===== config.mk =====
export PLATFORM = sky130hd
export DESIGN_NAME = branch_predictor
export DESIGN_NICKNAME = d
export VERILOG_FILES = /design/src/rtl/branch_predictor.sv
export SDC_FILE = /design/constraint.sdc
export NUM_CORES = 2
export LEC_CHECK = 0
export BUFFER_PORTS_ARGS = -buffer_cell sky130_fd_sc_hd__buf_4
export CORE_ASPECT_RATIO = 1.25
export CORE_MARGIN = 1.5
export CORE_UTILIZATION = 40
export DETAILED_ROUTE_END_ITERATION = 10
export SLEW_MARGIN = 30
export SYNTH_ARGS = -nofsm -noshare
export SYNTH_HDL_FRONTEND = slang
export SYNTH_SLANG_ARGS = --single-unit

===== constraint.sdc =====
create_clock -name clk -period 8.7 [get_ports clk]
set_input_delay 0 -clock clk [delete_from_list [all_inputs] [get_ports clk]]
set_output_delay 0 -clock clk [all_outputs]
set_load 0.1 [all_outputs]

===== src/rtl/branch_predictor.sv =====
// rtl/branch_predictor.sv - BTB-based dynamic branch predictor (bimodal or gshare) with perf counters
module branch_predictor #(
  parameter int DATA_WIDTH = 32,
  parameter int ENTRIES    = 16,
  parameter int MODE       = 0,
  parameter int HIST_BITS  = 4
) (
  input  logic                  clk,
  input  logic                  rst_n_i,
  input  logic                  clear_i,
  input  logic [DATA_WIDTH-1:0] pc_f_i,
  output logic                  predict_taken_f_o,
  output logic [DATA_WIDTH-1:0] predict_target_f_o,
  output logic [HIST_BITS-1:0]  hist_f_o,
  input  logic                  update_en_e_i,
  input  logic [DATA_WIDTH-1:0] pc_e_i,
  input  logic                  branch_e_i,
  input  logic                  jump_e_i,
  input  logic                  taken_e_i,
  input  logic [DATA_WIDTH-1:0] target_e_i,
  input  logic [HIST_BITS-1:0]  hist_e_i,
  input  logic                  mispredict_e_i,
  output logic [31:0]           branch_count_o,
  output logic [31:0]           mispredict_count_o
);

  localparam int IDX_BITS = $clog2(ENTRIES);
  localparam int TAG_BITS = DATA_WIDTH - IDX_BITS - 2;

  // BTB fields, one slot per index
  logic [ENTRIES-1:0]    valid_q;
  logic [ENTRIES-1:0]    jmp_q;
  logic [TAG_BITS-1:0]   tag_q    [ENTRIES];
  logic [DATA_WIDTH-1:0] target_q [ENTRIES];
  logic [1:0]            ctr_q    [ENTRIES];
  // Gshare pattern table and global history
  logic [1:0]            pht_q    [ENTRIES];
  logic [HIST_BITS-1:0]  ghr_q;
  logic [31:0]           branch_cnt_q;
  logic [31:0]           mispred_cnt_q;

  logic [IDX_BITS-1:0]   idx_f, idx_e, pht_idx_f, pht_idx_e;
  logic [TAG_BITS-1:0]   tag_f, tag_e;
  logic                  hit_f, hit_e;
  logic [1:0]            ctr_f;
  logic                  unused_pc_bits;

  // Word-aligned PCs: the two low bits never participate
  assign unused_pc_bits = ^{pc_f_i[1:0], pc_e_i[1:0]};

  assign idx_f     = pc_f_i[IDX_BITS+1:2];
  assign tag_f     = pc_f_i[DATA_WIDTH-1:IDX_BITS+2];
  assign idx_e     = pc_e_i[IDX_BITS+1:2];
  assign tag_e     = pc_e_i[DATA_WIDTH-1:IDX_BITS+2];
  assign pht_idx_f = idx_f ^ IDX_BITS'(ghr_q);
  assign pht_idx_e = idx_e ^ IDX_BITS'(hist_e_i);

  assign hit_f = valid_q[idx_f] && (tag_q[idx_f] == tag_f);
  assign hit_e = valid_q[idx_e] && (tag_q[idx_e] == tag_e);
  assign ctr_f = (MODE == 1) ? pht_q[pht_idx_f] : ctr_q[idx_f];

  assign predict_taken_f_o  = hit_f && (jmp_q[idx_f] || ctr_f[1]);
  assign predict_target_f_o = hit_f ? target_q[idx_f] : '0;
  assign hist_f_o           = ghr_q;
  assign branch_count_o     = branch_cnt_q;
  assign mispredict_count_o = mispred_cnt_q;

  function automatic logic [1:0] sat_step(input logic [1:0] c, input logic up);
    if (up) return (c == 2'b11) ? c : c + 2'd1;
    return (c == 2'b00) ? c : c - 2'd1;
  endfunction

  // BTB / PHT / GHR training; clear_i wins over a same-cycle update
  always_ff @(posedge clk) begin
    if (!rst_n_i) begin
      valid_q <= '0;
      jmp_q   <= '0;
      ghr_q   <= '0;
      for (int i = 0; i < ENTRIES; i++) begin
        tag_q[i]    <= '0;
        target_q[i] <= '0;
        ctr_q[i]    <= 2'b01;
        pht_q[i]    <= 2'b01;
      end
    end else if (clear_i) begin
      valid_q <= '0;
    end else if (update_en_e_i) begin
      if (hit_e) begin
        if (branch_e_i) begin
          ctr_q[idx_e] <= sat_step(ctr_q[idx_e], taken_e_i);
          jmp_q[idx_e] <= 1'b0;
          if (taken_e_i) target_q[idx_e] <= target_e_i;
        end else if (jump_e_i) begin
          target_q[idx_e] <= target_e_i;
          jmp_q[idx_e]    <= 1'b1;
        end
      end else if (taken_e_i) begin
        valid_q[idx_e]  <= 1'b1;
        tag_q[idx_e]    <= tag_e;
        target_q[idx_e] <= target_e_i;
        jmp_q[idx_e]    <= jump_e_i;
        ctr_q[idx_e]    <= 2'b10;
      end
      if (MODE == 1 && branch_e_i) begin
        pht_q[pht_idx_e] <= sat_step(pht_q[pht_idx_e], taken_e_i);
        ghr_q            <= HIST_BITS'({ghr_q, taken_e_i});
      end
    end
  end

  // Perf counters count every resolved update, including one dropped by clear_i
  always_ff @(posedge clk) begin
    if (!rst_n_i) begin
      branch_cnt_q  <= '0;
      mispred_cnt_q <= '0;
    end else if (update_en_e_i) begin
      branch_cnt_q <= branch_cnt_q + 32'd1;
      if (mispredict_e_i) mispred_cnt_q <= mispred_cnt_q + 32'd1;
    end
  end

endmodule


==> impl_metrics.tcl <==
set metrics [dict create \
    coreArea_sq_um 131000 \
    post_cts_buffers 0 \
    synth_commonest_cells "960 x edfxtp_1, 525 x and3_1, 470 x and2_1, 410 x mux4_2, 234 x clkbuf_1" \
    utilization 0.462 \
    io_pins 209 \
    grt_max_degree 254 \
    finalCritPeriodShare 0.631 \
    slew_viol_final 0 \
    crit_required_ns 9.11 \
    synth.avg_cell_area_sq_um 15.0 \
    synth.most_common_cell "edfxtp_1" \
    yosys.area.top_type_share 0.546 \
    power_density_nw_per_um2 199 \
    cts_max_level 3 \
    overflow 0 \
    die_y_um 409 \
    synth_area_sq_um 52800 \
    clock.fmax_mhz 182 \
    nets 3733 \
    wl_per_cell_um 29.8 \
    syn_to_final_growth_pct 14.3 \
    path_max_fanout 42 \
    max_stage_delay_ns 0.84 \
    worstSetupPathType "input port to flop" \
    syn-instance-count 3517 \
    relSlewSlack 0.339 \
    die-area_sq_um 134000 \
    setup_tns_ns 0 \
    min_path_type "input port to flop" \
    postRouteAntennaNets 0 \
    start_util 0.404 \
    finClkSkew_ns 0.0717 \
    tightest_slew_ns 0.991 \
    ys_top_cells_by_area "edfxtp_1 55%, mux4_2 17%, and3_1 6.2%" \
    yosysTopAreaCell "edfxtp_1" \
    yosysSeqAreaShare 0.582 \
    outcome "completed" \
    grt.total_usage 0.240 \
    cap_violations 0 \
    drive_above_1_share 0.260 \
    hold_violations 0 \
    drt-vias-per-instance 5.97 \
    final_cells 5451 \
    report.final.setup_viol 0 \
    routed_wl_um 162000 \
    slowest_stage "nor2_4" \
    cts-hold-fix-buffers 68 \
    synthArstFlopShare 0 \
    drc 0 \
    rsz0062_at_grt "no" \
    gp_congestion 0.830 \
    worstPathArrival_ns 5.89 \
    placed_cells 5167 \
    start_kind "input port" \
    antenna_found_initial 18 \
    ys_ff_latch 1056 \
    vias 32600 \
    numCtsBuffers 110 \
    rows 148 \
    vdd_drop_max_mv 0.183 \
    drt-initial-drc-count 3722 \
    cts_tree "yes" \
    cts-root-buf "clkbuf_16" \
    synth_enable_flop_cells 960 \
    clock_sinks 1056 \
    grt_pass1_wl_um 233000 \
    first_pass_iters 5 \
    layout_min_cycle_time_ns 5.49 \
    yosys_warnings 0 \
    clkLatencyLatePin_ns 0.76 \
    synth_cell_types 65 \
    post_cts_resized 0 \
    cts.path.max_buffers 3 \
    cts.clk_slew.worst_paths_ns 0.06 \
    portBuffers 196 \
    synth-main-ff-cell "edfxtp_1" \
    grt_pass1_vias 32700 \
    setup.worst_path.end_class "flop" \
    hpwl_um 89200 \
    p_leak_nw 22.3 \
    crit_chain "dlygate4sd3_1 > buf_4 > buf_4 > mux4_2 > a22oi_1 > o31ai_1 > xor2_1 > nor4_1 > nand4_1 > nor2_4 > nor4_4 > buf_4 > nand2b_2 > buf_4" \
    cp_common_cell "buf_4" \
    dieWidth_um 328 \
]
==> worst max-delay path: cells and delay by family <==
family	cells	cell delay, ns
compound gates	2	0.35
mux	1	0.40
buf+inv	5	2.36
simple gates	5	2.50
xor+xnor	1	0.16
==> power breakdown <==
group | internal, mW | switching, mW | total (mW) | leakage, nW
Clock | 2.91 | 2.12 | 5.02 | 1.84
Combinational | 0.482 | 0.671 | 1.15 | 10.6
Sequential | 5.76 | 0.0911 | 5.85 | 9.87
==> layout by cell type (no fill, tap or decap), drive strengths merged, types with 19 or more instances in the layout <==
cell	n
a21o	19
a21oi	35
and2	471
and3	525
buf	288
clkbuf	142
clkinv	39
dfxtp	96
dlygate4sd3	68
edfxtp	960
inv	23
mux2i	37
mux4	410
nand2	49
nand2b	27
nand3	42
nand4	29
nor2	52
nor2b	46
nor3	24
nor4	31
o21ai	38
xnor2	67
xor2	42
==> kinds of logic (layout without fill, tap and decap cells) <==
| family | count (synthesis) | in the layout | synth area share |
|---|---|---|---|
| xor gates and xnor gates | 109 | 109 | 0.0181 |
| other | 1 | 13 | 0.0000710 |
| adders and majority gates | 2 | 2 | 0.000474 |
| DFF | 1056 | 1056 | 0.582 |
| and+or+nand+nor | 1326 | 1326 | 0.152 |
| muxes | 460 | 460 | 0.185 |
| AOI/OAI and AO/OA | 179 | 179 | 0.0238 |
| buffers and inverters | 384 | 581 | 0.0381 |
==> per-stage QoR <==
| stage | instance area (sq um) | setup WS, ns | power, mW | hold WS [ns] |
|---|---|---|---|---|
| after floorplan | 52800 | 3.35 | 6.68 | 0.172 |
| after global placement | 55700 | 2.89 | 7.06 | 0.323 |
| after detailed placement | 55800 | 2.83 | 7.08 | 0.334 |
| after CTS | 60300 | 3.29 | 12.1 | 0.0916 |
| after global routing | 60300 | 3.04 | 12.3 | 0.165 |
| final | 60300 | 3.21 | 12.0 | 0.129 |
==> metal layers <==
layer / part of all wire / up-vias / global-route usage
li1: - / 13900 / -
met1: 0.40 / 17000 / 0.320
met2: 0.49 / 1406 / 0.396
met3: 0.075 / 282 / 0.0390
met4: 0.034 / 14 / 0.0833
met5: 0.00055 / - / 0
==> layout make-up <==
class,instances,area (sq um)
Fill cell,11300,70200
Timing Repair Buffer,357,3020
Clock buffer,141,2980
Tap cell,1725,2160
Clock inverter,65,833
Antenna cell,9,22.5
Inverter,18,67.6
Multi-Input combinational cell,2080,20500
Sequential cell,1056,30700
==> registers in the layout, summed over array words and instances (netlist names), named ones only <==
signal              cells
tag_q                 416
branch_count_o         32
target_q              512
valid_q                16
mispredict_count_o     32
ctr_q                  32
==> path summary, 6_finish.rpt <==
check	end	cells after the start	start	slack [ns]
max	tag_q[12][25]	14	pc_e_i[5]	3.21
max reg2reg	tag_q[12][25]	11	tag_q[1][21]	3.37
min	ctr_q[5][0]	4	pc_e_i[4]	0.13
min reg2reg	valid_q[13]	1	valid_q[13]	0.49
(Power assumes the default switching activity.)
